<file path="config.mk">
export PLATFORM = sky130hd
export DESIGN_NAME = fb_pixel_writer
export DESIGN_NICKNAME = d
export VERILOG_FILES = /design/src/rtl/fb_pixel_writer.sv
export SDC_FILE = /design/constraint.sdc
export NUM_CORES = 2
export LEC_CHECK = 0
export CAP_MARGIN = 25
export CORE_AREA = 2 2 474 476
export CTS_CLUSTER_DIAMETER = 120
export CTS_CLUSTER_SIZE = 20
export DETAILED_ROUTE_END_ITERATION = 7
export DIE_AREA = 0 0 476 478
export SLEW_MARGIN = 25
export SYNTH_ARGS = -nofsm -noshare
export SYNTH_HDL_FRONTEND = slang
export SYNTH_SLANG_ARGS = --single-unit
</file>
<file path="constraint.sdc">
create_clock -name clock -period 4.2 [get_ports clock]
set_input_delay 0.84 -clock clock [delete_from_list [all_inputs] [get_ports clock]]
set_output_delay 0.84 -clock clock [all_outputs]
set_load 0.03 [all_outputs]
</file>
<file path="src/rtl/fb_pixel_writer.sv">
// Writer for the 40x30 monochrome VGA framebuffer: draws 8-pixel runs or clears the whole bitmap.
// Define FB_DOUBLE_BUFFER_EN for front/back buffers swapped on a vsync falling edge.
module fb_pixel_writer #(
  parameter int unsigned WIDTH  = 40,
  parameter int unsigned HEIGHT = 30,
  parameter int unsigned RUN    = 8
) (
  input  logic                    clock,
  input  logic                    reset_n,
  input  logic                    cmd_valid,
  output logic                    cmd_ready,
  input  logic [1:0]              cmd_op,
  input  logic [5:0]              cmd_x,
  input  logic [4:0]              cmd_y,
  input  logic [RUN-1:0]          cmd_pattern,
  input  logic                    swap_req,
  input  logic                    vsync_in,
  output logic                    busy,
  output logic                    swap_done,
  output logic [WIDTH*HEIGHT-1:0] framebuffer
);

  localparam int unsigned PixW = $clog2(RUN);
  localparam logic [1:0] OpDraw  = 2'b00;
  localparam logic [1:0] OpOr    = 2'b01;
  localparam logic [1:0] OpClear = 2'b10;
  localparam logic [1:0] OpNop   = 2'b11;

`ifdef FB_DOUBLE_BUFFER_EN
  typedef enum logic [1:0] {StIdle, StDraw, StClear, StSwapWait} state_e;
`else
  typedef enum logic [1:0] {StIdle, StDraw, StClear} state_e;
`endif

  state_e                  r_state;
  logic [1:0]              r_op;
  logic [5:0]              r_x;
  logic [4:0]              r_y;
  logic [RUN-1:0]          r_pat;
  logic [PixW-1:0]         r_pix;
  logic [4:0]              r_row;
  logic [WIDTH*HEIGHT-1:0] r_back;

  logic [6:0]              w_col;
  logic [10:0]             w_idx;
  logic [10:0]             w_row_base;
  logic [RUN-1:0]          w_pat_sh;
  logic                    w_pix_bit;
  logic                    w_in_range;
  logic                    w_last_pix;

  assign w_col      = {1'b0, r_x} + 7'(r_pix);
  assign w_idx      = 11'(r_y) * 11'(WIDTH) + 11'(w_col);
  assign w_row_base = 11'(r_row) * 11'(WIDTH);
  assign w_pat_sh   = r_pat << r_pix;
  assign w_pix_bit  = w_pat_sh[RUN-1];
  // Clip at the right edge instead of wrapping into the next row.
  assign w_in_range = (r_y < 5'(HEIGHT)) && (w_col < 7'(WIDTH));
  // NOP shares the draw state but leaves after a single cycle.
  assign w_last_pix = (r_pix == PixW'(RUN - 1)) || (r_op == OpNop);

  assign cmd_ready = (r_state == StIdle);
  assign busy      = ~cmd_ready;

`ifdef FB_DOUBLE_BUFFER_EN
  logic [WIDTH*HEIGHT-1:0] r_front;
  logic                    r_vsync;
  logic                    r_vsync_d;
  logic                    r_swap_done;
  logic                    w_frame_edge;

  assign w_frame_edge = r_vsync_d & ~r_vsync;
  assign framebuffer  = r_front;
  assign swap_done    = r_swap_done;
`else
  logic w_unused;
  assign w_unused    = ^{swap_req, vsync_in};
  assign framebuffer = r_back;
  assign swap_done   = 1'b0;
`endif

  always_ff @(posedge clock or negedge reset_n) begin
    if (!reset_n) begin
      r_state <= StIdle;
      r_op    <= OpNop;
      r_x     <= '0;
      r_y     <= '0;
      r_pat   <= '0;
      r_pix   <= '0;
      r_row   <= '0;
      r_back  <= '0;
`ifdef FB_DOUBLE_BUFFER_EN
      r_front     <= '0;
      r_vsync     <= 1'b0;
      r_vsync_d   <= 1'b0;
      r_swap_done <= 1'b0;
`endif
    end else begin
`ifdef FB_DOUBLE_BUFFER_EN
      r_vsync     <= vsync_in;
      r_vsync_d   <= r_vsync;
      r_swap_done <= 1'b0;
`endif
      case (r_state)
        StIdle: begin
          if (cmd_valid) begin
            r_op    <= cmd_op;
            r_x     <= cmd_x;
            r_y     <= cmd_y;
            r_pat   <= cmd_pattern;
            r_pix   <= '0;
            r_row   <= '0;
            r_state <= (cmd_op == OpClear) ? StClear : StDraw;
          end
`ifdef FB_DOUBLE_BUFFER_EN
          else if (swap_req) begin
            r_state <= StSwapWait;
          end
`endif
        end
        StDraw: begin
          if (w_in_range && (r_op == OpDraw)) begin
            r_back[w_idx] <= w_pix_bit;
          end else if (w_in_range && (r_op == OpOr) && w_pix_bit) begin
            r_back[w_idx] <= 1'b1;
          end
          r_pix <= r_pix + PixW'(1);
          if (w_last_pix) begin
            r_pix   <= '0;
            r_state <= StIdle;
          end
        end
        StClear: begin
          r_back[w_row_base +: WIDTH] <= '0;
          r_row <= r_row + 5'd1;
          if (r_row == 5'(HEIGHT - 1)) begin
            r_row   <= '0;
            r_state <= StIdle;
          end
        end
`ifdef FB_DOUBLE_BUFFER_EN
        StSwapWait: begin
          if (w_frame_edge) begin
            r_front     <= r_back;
            r_swap_done <= 1'b1;
            r_state     <= StIdle;
          end
        end
`endif
        default: r_state <= StIdle;
      endcase
    end
  end

endmodule
</file>
* Word-level counts from Yosys, hierarchy flattened
Index checks and enable logic that the tools add are counted.
Cells by class: add/sub/neg operators 5, multipliers 2, divide/modulo/power cells 0, $lt $le $gt $ge 4, equal/unequal tests 11, shifts and indexed selects 3, multiplexer cells 18, bitwise logic cells 2, reduce and logical (&&, ||, !) cells 16
Operator list (count):
- bitwise mux 1200 bit | 2
- 2-to-1 mux 1200 bit | 2
- case mux 1200 bit (2 select lines) | 1
- bitwise OR 1200 bit | 1
- variable shift 40 x 13 -> 1200 bit, first input constant | 1
- variable part select 40 x 13 -> 1200 bit, first input constant | 1
- multiplier 5 x 3 -> 8 bit, second input constant | 2
- negation 11 -> 13 bit | 1
- < comparator 11 x 12 -> 1 bit, second input constant | 1
- adder 11 x 7 -> 11 bit | 1
- demux 1 bit (select 11 bit) | 1
- greater-or-equal comparator 11 x 1 -> 1 bit, second input constant | 1
- 2-to-1 mux 5 bit | 2
- case mux 5 bit (2 select lines) | 1
- 2-to-1 mux 2 bit | 4
- AND reduction 2 bit | 4
- left shift 8 x 3 -> 8 bit | 1
- adder 6 x 3 -> 7 bit | 1
- < comparator 7 x 6 -> 1 bit, second input constant | 1
- equality test 2 bit, second input constant | 3
- 2-to-1 mux 3 bit | 2
- inequality test 2 bit, second input constant | 3
- case mux 2 bit (3 select lines) | 1
- case mux 3 bit (2 select lines) | 1
- 14 further kinds | 22
Word-level totals: register bits 1231, bits in latches 0, RAM bits 0, bits in read-only memories 0, input bits 26, output and inout bits 1203, logic and storage cells 69, memories kept 0

* Longest topological paths before layout
depth in word-level cells 10, gate-level depth with buffers 19, depth with buffers taken out 14

* Worst setup path after synthesis
No wires, ideal clock.
path type register -> register, start reg r_pix[1], end reg r_back[1077], in the netlist framebuffer[1077], library setup time 83 ps, arrival time 4187 ps, data required time 4117 ps, setup slack -70 ps, cell stages (with the launch flop) 16, path buffers 2, period minus slack after synthesis 4270 ps, cell sequence dfrtp_1 ha_1 a21o_1 and2_1 nor2_1 xnor2_1 ha_1 fa_1 xor2_1 nand2_1 clkbuf_1 nor3_1 o211ai_1 or2_2 clkbuf_1 o21ai_0
Between the ends: longest elaborated chain between the ends 10, elaborated cells on any way between the ends 20, those cells by class 2 x add/sub; 3 x order compare; 1 x eq/ne; 1 x shift; 6 x mux; 1 x bitwise; 6 x reduce/logical
RTL lines:
- start: declaration | line 40 | logic [PixW-1:0] r_pix;
- start signal: assignment | line 127 | r_pix <= r_pix + PixW'(1);
- adder 6 x 3 -> 7 bit | line 52 | assign w_col = {1'b0, r_x} + 7'(r_pix);
- adder 11 x 7 -> 11 bit | line 53 | assign w_idx = 11'(r_y) * 11'(WIDTH) + 11'(w_col);
- < comparator 11 x 12 -> 1 bit (not written as such) / greater-or-equal comparator 11 x 1 -> 1 bit (equally long branches) | line 123, 125
- logical AND 1 bit (not written as such) | line 123, 125
- 2-to-1 mux 1 bit (not written as such) | line 123, 125
- demux 1 bit (select 11 bit) | line 123, 125
- bitwise OR 1200 bit (no line)
- 2-to-1 mux 1200 bit | line 124 | end else if (w_in_range && (r_op == OpOr) && w_pix_bit) begin
- 2-to-1 mux 1200 bit | line 122 | if (w_in_range && (r_op == OpDraw)) begin
- case mux 1200 bit (2 select lines) | line 104 | case (r_state)
- end signal: indexed assignment | line 123 | r_back[w_idx] <= w_pix_bit;
- end: declaration | line 42 | logic [WIDTH*HEIGHT-1:0] r_back;
Several ways; a longest one is shown, not always the timed one. The select of a mux whose other input is x is not followed. A chain may end at the register's enable or synchronous reset.

* Worst setup path in the final report
start reg r_x[0], end reg r_back[447], in the netlist framebuffer[447]
Between the ends: longest elaborated chain between the ends 10, elaborated cells on any way between the ends 19, those cells by class 2 x add/sub; 3 x order compare; 1 x eq/ne; 6 x mux; 1 x bitwise; 6 x reduce/logical
RTL lines:
- start: declaration | line 37 | logic [5:0] r_x;
- start signal: assignment | line 108 | r_x <= cmd_x;
- adder 6 x 3 -> 7 bit (*) | line 52
- adder 11 x 7 -> 11 bit | line 53
- < comparator 11 x 12 -> 1 bit (not written as such) / greater-or-equal comparator 11 x 1 -> 1 bit (equally long branches) | line 123, 125
- logical AND 1 bit (not written as such) | line 123, 125
- 2-to-1 mux 1 bit (not written as such) | line 123, 125
- demux 1 bit (select 11 bit) | line 123, 125
- bitwise OR 1200 bit (no line)
- 2-to-1 mux 1200 bit | line 124
- 2-to-1 mux 1200 bit | line 122
- case mux 1200 bit (2 select lines) | line 104
Every way passes the cells marked *; elsewhere a longest branch is shown, timed or not. The select of a mux whose other input is x is not followed.

==> results.tsv <==
metric	value	unit
drive_gt1_share	19.88	%
clock_insertion_delay_worst_skew	0.78	ns
p_sw_share	58.94	%
timing.critical_path.to_type	flip-flop	
critPathRequiredTime	4.88	ns
root_buffer_master	sky130_fd_sc_hd__clkbuf_16	
vdd_ir_drop_max	1568	µV
dp_slack	-0.6520	ns
comb_power_share	76.7	%
maxCapViolations	0	
average_routed_wire_per_standard_cell	40.42	µm
global_route.usage.total	38.43	%
critPathLaunchType	flip-flop	
drt_first_pass_iters	8	
yosysSeqAreaShare	50.41	%
fin_cells	11420	
grt_start_max_net_pins	128	
timing.final.crit_share	100.6	%
drc_errors	1	
synth.area.top_cells	sky130_fd_sc_hd__dfrtp_1 (50%), sky130_fd_sc_hd__o21ai_0 (15%), sky130_fd_sc_hd__a31oi_1 (7.6%)	
timing_max_transition_violations_final	0	
hold_buffers	0	
layout_common_cells	sky130_fd_sc_hd__o21ai_0 (1668), sky130_fd_sc_hd__dfrtp_1 (1229), sky130_fd_sc_hd__clkdlybuf4s50_1 (1224), sky130_fd_sc_hd__buf_4 (910), sky130_fd_sc_hd__a31oi_1 (720)	
cts_num_sinks	1231	
globalRoute.totalOverflow	0	
critical_path_class	reg2reg	
p_leak	35.80	nW
clk_transition_reported_paths	0.09	ns
synth_enable_flop_cells	0	
floorplan.core_area	223200	µm²
numPlacedInstances	11230	
clock_buffers_created_by_tritoncts	76	
ys_seq_elements	1231	
setup_slack	-0.02498	ns
final_net_count	8451	
placementRows	174	
floorplan.die_area	227500	µm²
async_flop_share	100.0	%
synth_top_flop_cell	sky130_fd_sc_hd__dfrtp_1	
rsz0062_at_grt	yes	
cts_tree	yes	
syn_nets	6695	
syn_to_final_growth	48.57	%
library_cell_occupying_the_most_area_in_the_post_synthesis_netlist	sky130_fd_sc_hd__dfrtp_1	
hpwlAfterDp	340.9	mm
hold_violations	0	
setup_viol	12	
commonest_non_fill_non_tap_cell_in_the_layout	sky130_fd_sc_hd__o21ai_0	
switching_power	0.05760	W
period_needed	4.225	ns
clock_tree.buffer_depth	3	
finalPower	0.09772	W
syn_avg_cell_area	9.206	µm²
fin_worst_skew	0.03264	ns
synth.cell_area	61120	µm²
cellPowerDensity	1076	nW/µm²
wire_length_of_the_first_global_routing_pass	604.5	mm
power.sequential.fraction	14.8	%
yosysWarningCount	0	
first_global_vias	68120	
max-slew-margin-rel	21.47	%
r2r_setup_slack	-0.02	ns
synth_top_area_share	50.32	%
internal_power	0.04012	W
max_freq	0.2367	GHz
initial_core_util	27.39	%
netlist_instances	6639	
io_pins	1229	
critical_path_arrival	4.90	ns
port_buffers	1225	
ant_nets	0	
finalWirelength	461.6	mm
netlist-cell-type-count	98	
setup-tns-final	-0.1270	ns
hold_class	in2async	
tightest_slew	1.166	ns
total_via_count_in_the_routed_design	73090	
highest_fanout_seen_on_the_critical_path	6	
failed_checks	DRC, setup timing	
share_clk_of_total_power	8.4	%
place.gp.congestion	0.9736	
h_tree_levels	3	
initial_antenna_violation_count	35	
drt_first_iter_violations	10890	
viasPerCell	6.400	
run_status	finished, violations left	
die_w	476	µm
fp.dieH	478	µm
## flip-flops by register name, summed over array words and instances (netlist names)
name / cells
r_pat: 8
r_row: 5
r_op: 2
r_pix: 3
r_x: 6
framebuffer: 1200
r_state: 2
r_y: 5
## worst max-delay path, cell delays in order (launching register included)
cell and delay [ns]:
sky130_fd_sc_hd__dfrtp_1 0.40, sky130_fd_sc_hd__ha_2 0.21, sky130_fd_sc_hd__fa_2 0.36, sky130_fd_sc_hd__a21oi_2 0.16, sky130_fd_sc_hd__nor2_1 0.08, sky130_fd_sc_hd__xor2_1 0.17
sky130_fd_sc_hd__buf_4 0.16, sky130_fd_sc_hd__fa_2 0.42, sky130_fd_sc_hd__a211o_1 0.39, sky130_fd_sc_hd__a21oi_4 0.21, sky130_fd_sc_hd__mux2i_4 0.11, sky130_fd_sc_hd__o21ai_4 0.30
sky130_fd_sc_hd__buf_6 0.19, sky130_fd_sc_hd__nand2_4 0.06, sky130_fd_sc_hd__or3_4 0.48, sky130_fd_sc_hd__clkbuf_16 0.22, sky130_fd_sc_hd__o31ai_2 0.20
## stage by stage
stage	hold slack (ns)	area, µm²	utilization (%)
floorplan	0.4752	61130	-
global placement	0.4748	85930	38.51
detailed placement	0.4781	85940	38.51
CTS	0.08985	88690	39.74
global route	0.09251	90770	40.68
finish	0.07180	90800	40.69
## synth_stat cells, drive strengths merged, types with 39 or more instances
cell	number
a21oi	260
a221o	57
a31oi	741
a41oi	176
buf	92
clkbuf	659
dfrtp	1229
inv	39
nand2	266
nand3	68
nor2	207
nor3	96
nor4	70
o211ai	71
o21ai	1863
o311ai	42
o31ai	199
## power groups by stage
stage	clock network, W	registers [W]	logic, W
global route	0.00864	0.0146	0.0755
CTS	0.00827	0.0144	0.0665
finish	0.00824	0.0145	0.0750
global placement	0	0.0146	0.0644
detailed placement	0	0.0146	0.0649
floorplan	0	0.0165	0.0237
## area by class of cell
class	instances	area, µm²
tap	2992	3744
clock inverter	15	206.4
timing repair buffer	2429	24800
antenna	13	32.53
multi-input combinational	4618	29070
sequential	1231	30810
clock buffer	83	1992
fill	21930	132300
inverter	39	146.4
## per-layer routing
layer	vias up	GRT usage (%)	routed length, µm
met5	-	0	102
met4	16	26.08	40560
met3	1317	12.62	57290
met2	5988	55.88	192200
met1	36720	48.12	171400
li1	29050	-	-
## final timing paths
| path | start | endpoint | depth (start not counted) |
|---|---|---|---|
| max reg2reg | r_x[0]$_DFFE_PN0P_ | framebuffer[447]$_DFFE_PN0P_ | 16 |
| max in group asynchronous | reset_n | framebuffer[119]$_DFFE_PN0P_ | 2 |
| max | r_x[0]$_DFFE_PN0P_ | framebuffer[447]$_DFFE_PN0P_ | 16 |
| min reg2reg | framebuffer[224]$_DFFE_PN0P_ | framebuffer[224]$_DFFE_PN0P_ | 2 |
| min | reset_n | framebuffer[1149]$_DFFE_PN0P_ | 1 |
| min in group clock | framebuffer[224]$_DFFE_PN0P_ | framebuffer[224]$_DFFE_PN0P_ | 2 |
## kinds of logic after synthesis
group,count (synthesis),share of synthesized area [%]
xor+xnor,23,0.3644
compound gates,3643,35.78
buf+inv,790,5.026
simple gates,895,7.247
flops,1231,50.41
fa+ha+maj,30,0.6633
other cells,1,0.006136
mux,26,0.5057
## what timing repair did
item                                   CTS  global route
gates cloned                             2            24
pin swaps                               15            46
setup endpoints to repair              957          1007
buffers inserted                        18            39
endpoints found under the hold margin    0             0
gates resized for setup                 85           416
Note: power is estimated with default switching activity, not from simulation.
